## src/rtl/vga_timing_core_if.sv

```systemverilog
`default_nettype none
// ============================================================================
//  Module   : vga_timing_core_if
//  Brief    : Control/status bundle between the raster timing core and the
//             pixel-fetch side: enable in, counters, sync, blank and strobes out.
//  Revision : 1.0  initial release
// ============================================================================
interface vga_timing_core_if #(
  parameter int CW  = 11,
  parameter int FCW = 16
);
  logic           Enable;
  logic [CW-1:0]  Counter_X;
  logic [CW-1:0]  Counter_Y;
  logic           VGA_HS;
  logic           VGA_VS;
  logic           VGA_Blank_N;
  logic           VGA_Sync_N;
  logic           Line_Start;
  logic           Frame_Start;
  logic [FCW-1:0] Frame_Count;

  // Timing core side: consumes Enable, produces all raster outputs
  modport master (
    input  Enable,
    output Counter_X, Counter_Y, VGA_HS, VGA_VS, VGA_Blank_N, VGA_Sync_N,
           Line_Start, Frame_Start, Frame_Count
  );

  // Consumer side: drives Enable, observes raster outputs
  modport slave (
    output Enable,
    input  Counter_X, Counter_Y, VGA_HS, VGA_VS, VGA_Blank_N, VGA_Sync_N,
           Line_Start, Frame_Start, Frame_Count
  );
endinterface
`default_nettype wire

```

## src/rtl/vga_timing_core.sv

```systemverilog
`default_nettype none
// ============================================================================
//  Module   : vga_timing_core
//  Brief    : Parametrised raster timing generator. Free-running X/Y counters
//             with frame counter; sync, blank and line/frame strobes are
//             decoded from the counters and delayed by PIPE_DELAY stages.
//  Revision : 1.0  initial release
// ============================================================================
module vga_timing_core #(
  parameter int H_VISIBLE  = 640,
  parameter int H_FRONT    = 16,
  parameter int H_SYNC     = 96,
  parameter int H_BACK     = 48,
  parameter int V_VISIBLE  = 480,
  parameter int V_FRONT    = 10,
  parameter int V_SYNC     = 2,
  parameter int V_BACK     = 33,
  parameter int H_SYNC_POL = 0,
  parameter int V_SYNC_POL = 0,
  parameter int PIPE_DELAY = 2,
  parameter int CW         = 11,
  parameter int FCW        = 16
) (
  input  wire logic         VGA_Clk,
  input  wire logic         Reset,
  vga_timing_core_if.master bus
);

  localparam int H_TOTAL = H_VISIBLE + H_FRONT + H_SYNC + H_BACK;
  localparam int V_TOTAL = V_VISIBLE + V_FRONT + V_SYNC + V_BACK;

  localparam logic [CW-1:0] c_H_LAST   = CW'(H_TOTAL - 1);
  localparam logic [CW-1:0] c_V_LAST   = CW'(V_TOTAL - 1);
  localparam logic [CW-1:0] c_H_VIS    = CW'(H_VISIBLE);
  localparam logic [CW-1:0] c_V_VIS    = CW'(V_VISIBLE);
  localparam logic [CW-1:0] c_HS_START = CW'(H_VISIBLE + H_FRONT);
  localparam logic [CW-1:0] c_HS_END   = CW'(H_VISIBLE + H_FRONT + H_SYNC - 1);
  localparam logic [CW-1:0] c_VS_START = CW'(V_VISIBLE + V_FRONT);
  localparam logic [CW-1:0] c_VS_END   = CW'(V_VISIBLE + V_FRONT + V_SYNC - 1);

  // Inactive sync levels: the pin sits at the opposite of its active polarity
  localparam logic c_HS_IDLE = (H_SYNC_POL == 0);
  localparam logic c_VS_IDLE = (V_SYNC_POL == 0);

  // Bit positions inside one pipeline stage
  localparam int c_B_HS  = 0;
  localparam int c_B_VS  = 1;
  localparam int c_B_VIS = 2;
  localparam int c_B_LS  = 3;
  localparam int c_B_FS  = 4;
  localparam logic [4:0] c_STAGE_RST = {1'b0, 1'b0, 1'b0, c_VS_IDLE, c_HS_IDLE};

  logic [CW-1:0]  cnt_x_q, cnt_x_d;
  logic [CW-1:0]  cnt_y_q, cnt_y_d;
  logic [FCW-1:0] frame_cnt_q, frame_cnt_d;
  logic [4:0]     pipe_q [PIPE_DELAY];
  logic [4:0]     pipe_d [PIPE_DELAY];
  logic [4:0]     w_raw;

  // Raster advance: X wraps at line end, Y and frame count step on X wrap
  always_comb begin
    cnt_x_d     = cnt_x_q;
    cnt_y_d     = cnt_y_q;
    frame_cnt_d = frame_cnt_q;
    if (bus.Enable) begin
      if (cnt_x_q == c_H_LAST) begin
        cnt_x_d = '0;
        if (cnt_y_q == c_V_LAST) begin
          cnt_y_d     = '0;
          frame_cnt_d = frame_cnt_q + 1'b1;
        end else begin
          cnt_y_d = cnt_y_q + 1'b1;
        end
      end else begin
        cnt_x_d = cnt_x_q + 1'b1;
      end
    end
  end

  // Decode undelayed timing terms; strobes only fire on an advancing cycle
  always_comb begin
    w_raw          = '0;
    w_raw[c_B_HS]  = ((cnt_x_q >= c_HS_START) && (cnt_x_q <= c_HS_END)) ^ c_HS_IDLE;
    w_raw[c_B_VS]  = ((cnt_y_q >= c_VS_START) && (cnt_y_q <= c_VS_END)) ^ c_VS_IDLE;
    w_raw[c_B_VIS] = (cnt_x_q < c_H_VIS) && (cnt_y_q < c_V_VIS);
    w_raw[c_B_LS]  = (cnt_x_q == '0) && bus.Enable;
    w_raw[c_B_FS]  = (cnt_x_q == '0) && (cnt_y_q == '0) && bus.Enable;
  end

  // Output delay line; keeps shifting even while the counters are held
  always_comb begin
    pipe_d[0] = w_raw;
    for (int i = 1; i < PIPE_DELAY; i++) begin
      pipe_d[i] = pipe_q[i-1];
    end
  end

  // Counter and frame-count registers
  always_ff @(posedge VGA_Clk or posedge Reset) begin
    if (Reset) begin
      cnt_x_q     <= '0;
      cnt_y_q     <= '0;
      frame_cnt_q <= '0;
    end else begin
      cnt_x_q     <= cnt_x_d;
      cnt_y_q     <= cnt_y_d;
      frame_cnt_q <= frame_cnt_d;
    end
  end

  // Pipeline registers, cleared to inactive output levels
  always_ff @(posedge VGA_Clk or posedge Reset) begin
    if (Reset) begin
      for (int i = 0; i < PIPE_DELAY; i++) begin
        pipe_q[i] <= c_STAGE_RST;
      end
    end else begin
      for (int i = 0; i < PIPE_DELAY; i++) begin
        pipe_q[i] <= pipe_d[i];
      end
    end
  end

  assign bus.Counter_X   = cnt_x_q;
  assign bus.Counter_Y   = cnt_y_q;
  assign bus.Frame_Count = frame_cnt_q;
  assign bus.VGA_HS      = pipe_q[PIPE_DELAY-1][c_B_HS];
  assign bus.VGA_VS      = pipe_q[PIPE_DELAY-1][c_B_VS];
  assign bus.VGA_Blank_N = pipe_q[PIPE_DELAY-1][c_B_VIS];
  assign bus.Line_Start  = pipe_q[PIPE_DELAY-1][c_B_LS];
  assign bus.Frame_Start = pipe_q[PIPE_DELAY-1][c_B_FS];
  assign bus.VGA_Sync_N  = 1'b1;

endmodule
`default_nettype wire

```

## src/flat_wrapper.sv

```systemverilog
// flat-port wrapper written by rule: the top's interface ports become plain ports
module vga_timing_core_flat 
#(
  parameter int H_VISIBLE  = 640,
  parameter int H_FRONT    = 16,
  parameter int H_SYNC     = 96,
  parameter int H_BACK     = 48,
  parameter int V_VISIBLE  = 480,
  parameter int V_FRONT    = 10,
  parameter int V_SYNC     = 2,
  parameter int V_BACK     = 33,
  parameter int H_SYNC_POL = 0,
  parameter int V_SYNC_POL = 0,
  parameter int PIPE_DELAY = 2,
  parameter int CW         = 11,
  parameter int FCW        = 16
)
  (VGA_Clk, Reset, bus_Enable, bus_Counter_X, bus_Counter_Y, bus_VGA_HS, bus_VGA_VS, bus_VGA_Blank_N, bus_VGA_Sync_N, bus_Line_Start, bus_Frame_Start, bus_Frame_Count);
  vga_timing_core_if #(.CW(CW), .FCW(FCW)) bus_i ();
  input  wire logic VGA_Clk;
  input  wire logic Reset;
  input wire logic [$bits(bus_i.Enable)-1:0] bus_Enable;
  output wire logic [$bits(bus_i.Counter_X)-1:0] bus_Counter_X;
  output wire logic [$bits(bus_i.Counter_Y)-1:0] bus_Counter_Y;
  output wire logic [$bits(bus_i.VGA_HS)-1:0] bus_VGA_HS;
  output wire logic [$bits(bus_i.VGA_VS)-1:0] bus_VGA_VS;
  output wire logic [$bits(bus_i.VGA_Blank_N)-1:0] bus_VGA_Blank_N;
  output wire logic [$bits(bus_i.VGA_Sync_N)-1:0] bus_VGA_Sync_N;
  output wire logic [$bits(bus_i.Line_Start)-1:0] bus_Line_Start;
  output wire logic [$bits(bus_i.Frame_Start)-1:0] bus_Frame_Start;
  output wire logic [$bits(bus_i.Frame_Count)-1:0] bus_Frame_Count;
  assign bus_i.Enable = bus_Enable;
  assign bus_Counter_X = bus_i.Counter_X;
  assign bus_Counter_Y = bus_i.Counter_Y;
  assign bus_VGA_HS = bus_i.VGA_HS;
  assign bus_VGA_VS = bus_i.VGA_VS;
  assign bus_VGA_Blank_N = bus_i.VGA_Blank_N;
  assign bus_VGA_Sync_N = bus_i.VGA_Sync_N;
  assign bus_Line_Start = bus_i.Line_Start;
  assign bus_Frame_Start = bus_i.Frame_Start;
  assign bus_Frame_Count = bus_i.Frame_Count;
  vga_timing_core #(.H_VISIBLE(H_VISIBLE), .H_FRONT(H_FRONT), .H_SYNC(H_SYNC), .H_BACK(H_BACK), .V_VISIBLE(V_VISIBLE), .V_FRONT(V_FRONT), .V_SYNC(V_SYNC), .V_BACK(V_BACK), .H_SYNC_POL(H_SYNC_POL), .V_SYNC_POL(V_SYNC_POL), .PIPE_DELAY(PIPE_DELAY), .CW(CW), .FCW(FCW)) u_core (.VGA_Clk(VGA_Clk), .Reset(Reset), .bus(bus_i));
endmodule
```

## config.mk

```make
export PLATFORM = sky130hd
export DESIGN_NAME = vga_timing_core_flat
export DESIGN_NICKNAME = d
export VERILOG_FILES = /design/src/rtl/vga_timing_core_if.sv /design/src/rtl/vga_timing_core.sv /design/src/flat_wrapper.sv
export SDC_FILE = /design/constraint.sdc
export NUM_CORES = 1
export LEC_CHECK = 0
export ABC_AREA = 1
export ABC_CLOCK_PERIOD_IN_PS = 1500
export BUFFER_PORTS_ARGS = -buffer_cell sky130_fd_sc_hd__buf_2
export CORE_MARGIN = 3
export CORE_UTILIZATION = 50
export CTS_CLUSTER_DIAMETER = 50
export DETAILED_ROUTE_END_ITERATION = 8
export PLACE_DENSITY = 0.75
export SLEW_MARGIN = 15
export SYNTH_ARGS = -nofsm -noshare
export SYNTH_HDL_FRONTEND = slang
export SYNTH_SLANG_ARGS = --single-unit
```

## constraint.sdc

```tcl
create_clock -name VGA_Clk -period 1.5 [get_ports VGA_Clk]
set_input_delay 0.075 -clock VGA_Clk [delete_from_list [all_inputs] [get_ports VGA_Clk]]
set_output_delay 0.075 -clock VGA_Clk [all_outputs]
set_load 0.02 [all_outputs]
```

# After elaboration in Yosys (flattened, before gate mapping)

Index checks and enable logic that the tools add are counted.

Flip-flop bits (word level): 48
Latch bits: 0
RAM bits: 0
Bits in read-only memories: 0
Bits of input ports: 3
Output and inout port bits: 44
Logic and storage cells: 30
Memories kept: 0

$add $sub $neg: 3
Multiply operators: 0
Div/mod/pow operators: 0
Order comparisons: 6
Equality and inequality tests: 2
Shift operators: 0
Muxes and demuxes: 2
Bitwise logic cells: 2
Reductions and logical operators: 10

Operators with widths:

| operator                | count |
|---|---|
| $add A11 B1 Y11 const B | 2 |
| $eq A11 B10 Y1 const B  | 2 |
| $logic_not A11 Y1       | 2 |
| $mux W11                | 2 |
| $add A16 B1 Y16 const B | 1 |
| $ge A11 B10 Y1 const B  | 1 |
| $ge A11 B9 Y1 const B   | 1 |
| $le A11 B10 Y1 const B  | 1 |
| $le A11 B9 Y1 const B   | 1 |
| $lt A11 B10 Y1 const B  | 1 |
| $lt A11 B9 Y1 const B   | 1 |
| $logic_and A1 B1 Y1     | 6 |
| $reduce_and A3 Y1       | 1 |
| $not A1 Y1              | 2 |
| $reduce_and A2 Y1       | 1 |

# Depth between registers and ports, before layout

Depth after elaboration: 3
Gate-level depth with buffers: 10
Mapped depth without buffers: 9

# Least setup slack after synthesis

Ideal clock, no wire load.

Path type: flip-flop to flip-flop
From: reg u_core.cnt_y_q[0], in the netlist u_core.bus.Counter_Y[0]
To: reg u_core.frame_cnt_q[2], in the netlist u_core.bus.Frame_Count[2]
Setup time: 0.118 ns
Arrival: 1.507 ns
Required time: 1.382 ns
Slack: -0.124 ns
Cell stages (with the launch flop): 11
Buffers on the path: 1
Period minus slack after synthesis: 1.624 ns
Cell sequence: dfrtp_1 > inv_1 > ha_1 > nand3_1 > nor2_2 > nand3_4 > clkinv_2 > nand2_4 > buf_6 > nand2_1 > nand2_1

Longest elaborated chain between the ends: 2

Ends and longest elaborated chain:

| item                               | line                   | source |
|---|---|---|
| start: declaration                 | vga_timing_core.sv:54  | `logic [CW-1:0] cnt_y_q, cnt_y_d;` |
| start signal: assignment           | vga_timing_core.sv:106 | `cnt_y_q <= cnt_y_d;` |
| $eq A11 B10 Y1                     | vga_timing_core.sv:68  | `if (cnt_y_q == c_V_LAST) begin` |
| $reduce_and A3 Y1 (no source line) | -                      |  |
| end signal: assignment             | vga_timing_core.sv:107 | `frame_cnt_q <= frame_cnt_d;` |
| end: declaration                   | vga_timing_core.sv:55  | `logic [FCW-1:0] frame_cnt_q, frame_cnt_d;` |

No other way between the ends.
A chain may end at the register's enable or synchronous reset.

# Worst setup path after layout

From: reg u_core.cnt_y_q[0], in the netlist u_core.bus.Counter_Y[0]
To: reg u_core.frame_cnt_q[6], in the netlist u_core.bus.Frame_Count[6]

The elaborated chain is that of the path after synthesis.

==> out/results.tsv <==
stage	metric	value	unit
synth	ys_seq_area_share	43.9	%
critical_path	crit_path_start_kind	flip-flop	
finish	regArea	1220	um^2
min_path	hold_path_depth	3	
status	status	complete, no violations	
pwr	total_power	0.00332	W
synth	yosysUniqueCellTypes	30	
routing	wire_per_inst	13.1	um
synth	yosys.area_share.simple	37.2	%
floorplanning	die_h	80.1	um
sta	rsz0062_at_grt	yes	
global_routing	overflow	0	
floorplanning	core_area	5200	um^2
routing	first_pass_iters	5	
critical_path	crit_type	reg2reg	
synth	synth_top_family_by_area	simple AND/OR/NAND/NOR gates	
global_routing	grt_max_degree	23	
global_routing	grt_pass1_wl	10900	um
synth	synth_compound_area_share	3.73	%
routing	drt_iter0_drc	161	
global_routing	gr-usage-met3	4.04	%
finish	final_common_cell	nand2_1	
floorplanning	die_w	80.1	um
clocking	cts_tree	yes	
pwr	powerDensity	928	nW/um^2
floorplanning	initial_core_util	52.8	%
finish	nets	456	
clocking	clk_latency	310	ps
routing	routed_wl	6800	um
synth	synth_xor_xnor_area_share	4.46	%
finish	antenna_cells	0	
floorplanning	io-pin-count	47	
routing	antenna_left	0	
clocking	clock-root-buffer	clkbuf_8	
run	maxCapViolCount	0	
synth	synth_fa_ha_area_share	2.73	%
critical_path	worstPathRequired	1710	ps
global_routing	antenna_found_initial	0	
clocking	cts_sinks	48	
sta	drv_slew	0	
global_routing	grt-busiest-layer	met2	
critical_path	rr_worst_depth	9	
sta	post-route-period-util	99.1	%
floorplanning	fp-row-count	26	
routing	vias_per_cell	5.11	
clocking	path_clk_slew	90	ps
synth	yosys_warnings	0	
finish	multi_input_area	1460	um^2
synth	postSynthNetCount	376	
global_routing	use_met1	29.0	%
finish	layout-drive-gt1-share	29.7	%
finish	synthToLayoutAreaGrowth	30.0	%
sta	timing.final.crit_period	1490	ps
place	port_buffers	45	
critical_path	r2r_setup_slack	10	ps
critical_path	cp.arrival	1700	ps
synth	synth.area.mux_share	0	%
synth	syn_area	2750	um^2
synth	netlist_instances	367	
sta	skew	11.4	ps
synth	syn_area_per_cell	7.49	um^2
clocking	cts_made_buffers	5	
global_routing	grt_util_met2	35.1	%
routing	via_count	2645	
clocking	clockBufferDepth	2	
clocking	ctsHtreeMaxLevel	2	
sta	fin_ws	13.7	ps
floorplanning	die_area	6420	um^2
global_routing	grtUsageTotal	21.4	%
place	dp_hpwl	4650	um
critical_path	end_kind	flip-flop	
pwr	vdd_drop_max	0.897	mV
routing	drc_errors	0	
min_path	hold_class	in2reg	
critical_path	crit_fanout	8	
place	dp_slack	17.2	ps
finish	fillers	436	
global_routing	grt_pass1_vias	2429	
sta	setup_viol	0	
synth	ys_ff_latch	48	
sta	finalHoldViolations	0	
place	place.gp.congestion	0.838	
sta	clock.fmax	673	MHz
pwr	leakagePower	1.88	nW
finish	layout_common_cells	nand2_1 (135), buf_2 (45), dfrtp_1 (36)	
==> Yosys cell counts <==
library cell / n / share of area [%]
o21ai_0: 13 / 2.4
a21oi_1: 5 / 0.91
dfrtp_1: 44 / 40
o21ai_1: 1 / 0.18
nor2_4: 1 / 0.41
nor4b_1: 1 / 0.32
buf_2: 1 / 0.18
dfstp_2: 4 / 3.8
nand3b_1: 4 / 1.1
inv_2: 1 / 0.14
inv_1: 41 / 5.6
buf_6: 1 / 0.41
or2_4: 1 / 0.32
conb_1: 1 / 0.14
nand2_4: 1 / 0.41
nor4_1: 4 / 0.91
nor2_8: 1 / 0.73
nand3_1: 25 / 4.6
nor2_1: 35 / 4.8
nand4_1: 9 / 2.0
clkinv_2: 1 / 0.18
buf_4: 3 / 0.82
nand2_1: 139 / 19
xnor2_1: 4 / 1.3
nand3_4: 2 / 1.3
o21bai_1: 1 / 0.27
buf_8: 1 / 0.55
ha_1: 6 / 2.7
nor2_2: 6 / 1.4
xor2_1: 10 / 3.2
==> report_power, final <==
part | switching (W) | internal, W
combinational | 0.000456 | 0.000283
sequential | 0.0000751 | 0.00138
clock | 0.000455 | 0.000667
total | 0.000986 | 0.00233
==> stage by stage <==
stage	util, %	instances	TNS (ps)	instance area, um^2	hold WS, ps
6_report	68.7	518	0	3570	81.7
5_1_grt	68.7	518	-1010	3570	92.0
4_1_cts	65.4	510	0	3400	62.7
3_5_place_dp	61.9	499	0	3220	123
3_3_place_gp	61.9	499	0	3220	118
2_1_floorplan	-	367	-249	2780	253
==> metal layers <==
metal,wire [um],vias to the layer above,share of wire [%]
met3,358,9,5.3
met5,0,-,0
met1,2960,1241,44
li1,-,1308,-
met2,3400,87,50
met4,81,0,1.2
==> area by class of cell <==
type / instances / area share, %
multi-input combinational: 272 / 40.9
inverter: 43 / 4.80
tap: 70 / 2.45
sequential: 48 / 34.0
clock inverter: 2 / 1.68
clock buffer: 6 / 2.03
timing repair buffer: 77 / 14.1
==> path summary, 6_finish.rpt <==
path | start | end
setup / recovery | u_core.bus.Counter_Y[0] | u_core.bus.Frame_Count[6]
hold / removal | bus_Enable | u_core.bus.Counter_X[2]
setup reg to reg | u_core.bus.Counter_Y[0] | u_core.bus.Frame_Count[6]
hold reg to reg | u_core.pipe_d[1] | u_core.bus.VGA_VS
max in group asynchronous | Reset | u_core.pipe_d[0]
min in group asynchronous | Reset | u_core.bus.Line_Start
==> kinds of logic after synthesis <==
| group | Yosys count |
|---|---|
| DFF | 48 |
| other | 1 |
| xor gates and xnor gates | 14 |
| buffers and inverters | 49 |
| adders and majority gates | 6 |
| and+or+nand+nor | 229 |
| AOI/OAI and AO/OA | 20 |
==> what timing repair did <==
item / 4_1_cts / 5_1_grt
hold buffers: 1 / 0
buffers inserted: 1 / 6
setup endpoints to repair: 9 / 27
gates resized for setup: 5 / 32
hold endpoints to repair: 18 / 0
cloned: 1 / 2
pin swaps: 5 / 17
==> critical path, cell delays in order (launching register included) <==
cell      delay (ps)
dfrtp_2          430
inv_2             90
ha_4             150
nand3_4           90
nor2_4           140
nand3_4          150
clkinv_4         130
nand2_8           80
nand2_1           90
nand2_1           50
==> flip-flops by register name, indices dropped and copies added, names as in the netlist <==
register / flops
u_core.bus.Counter_X: 11
u_core.bus.Counter_Y: 11
u_core.bus.Frame_Count: 16
u_core.bus.Frame_Start: 1
u_core.bus.Line_Start: 1
u_core.bus.VGA_Blank_N: 1
u_core.bus.VGA_HS: 1
u_core.bus.VGA_VS: 1
u_core.pipe_d: 5
No activity file was read; power rests on OpenSTA's default activity.
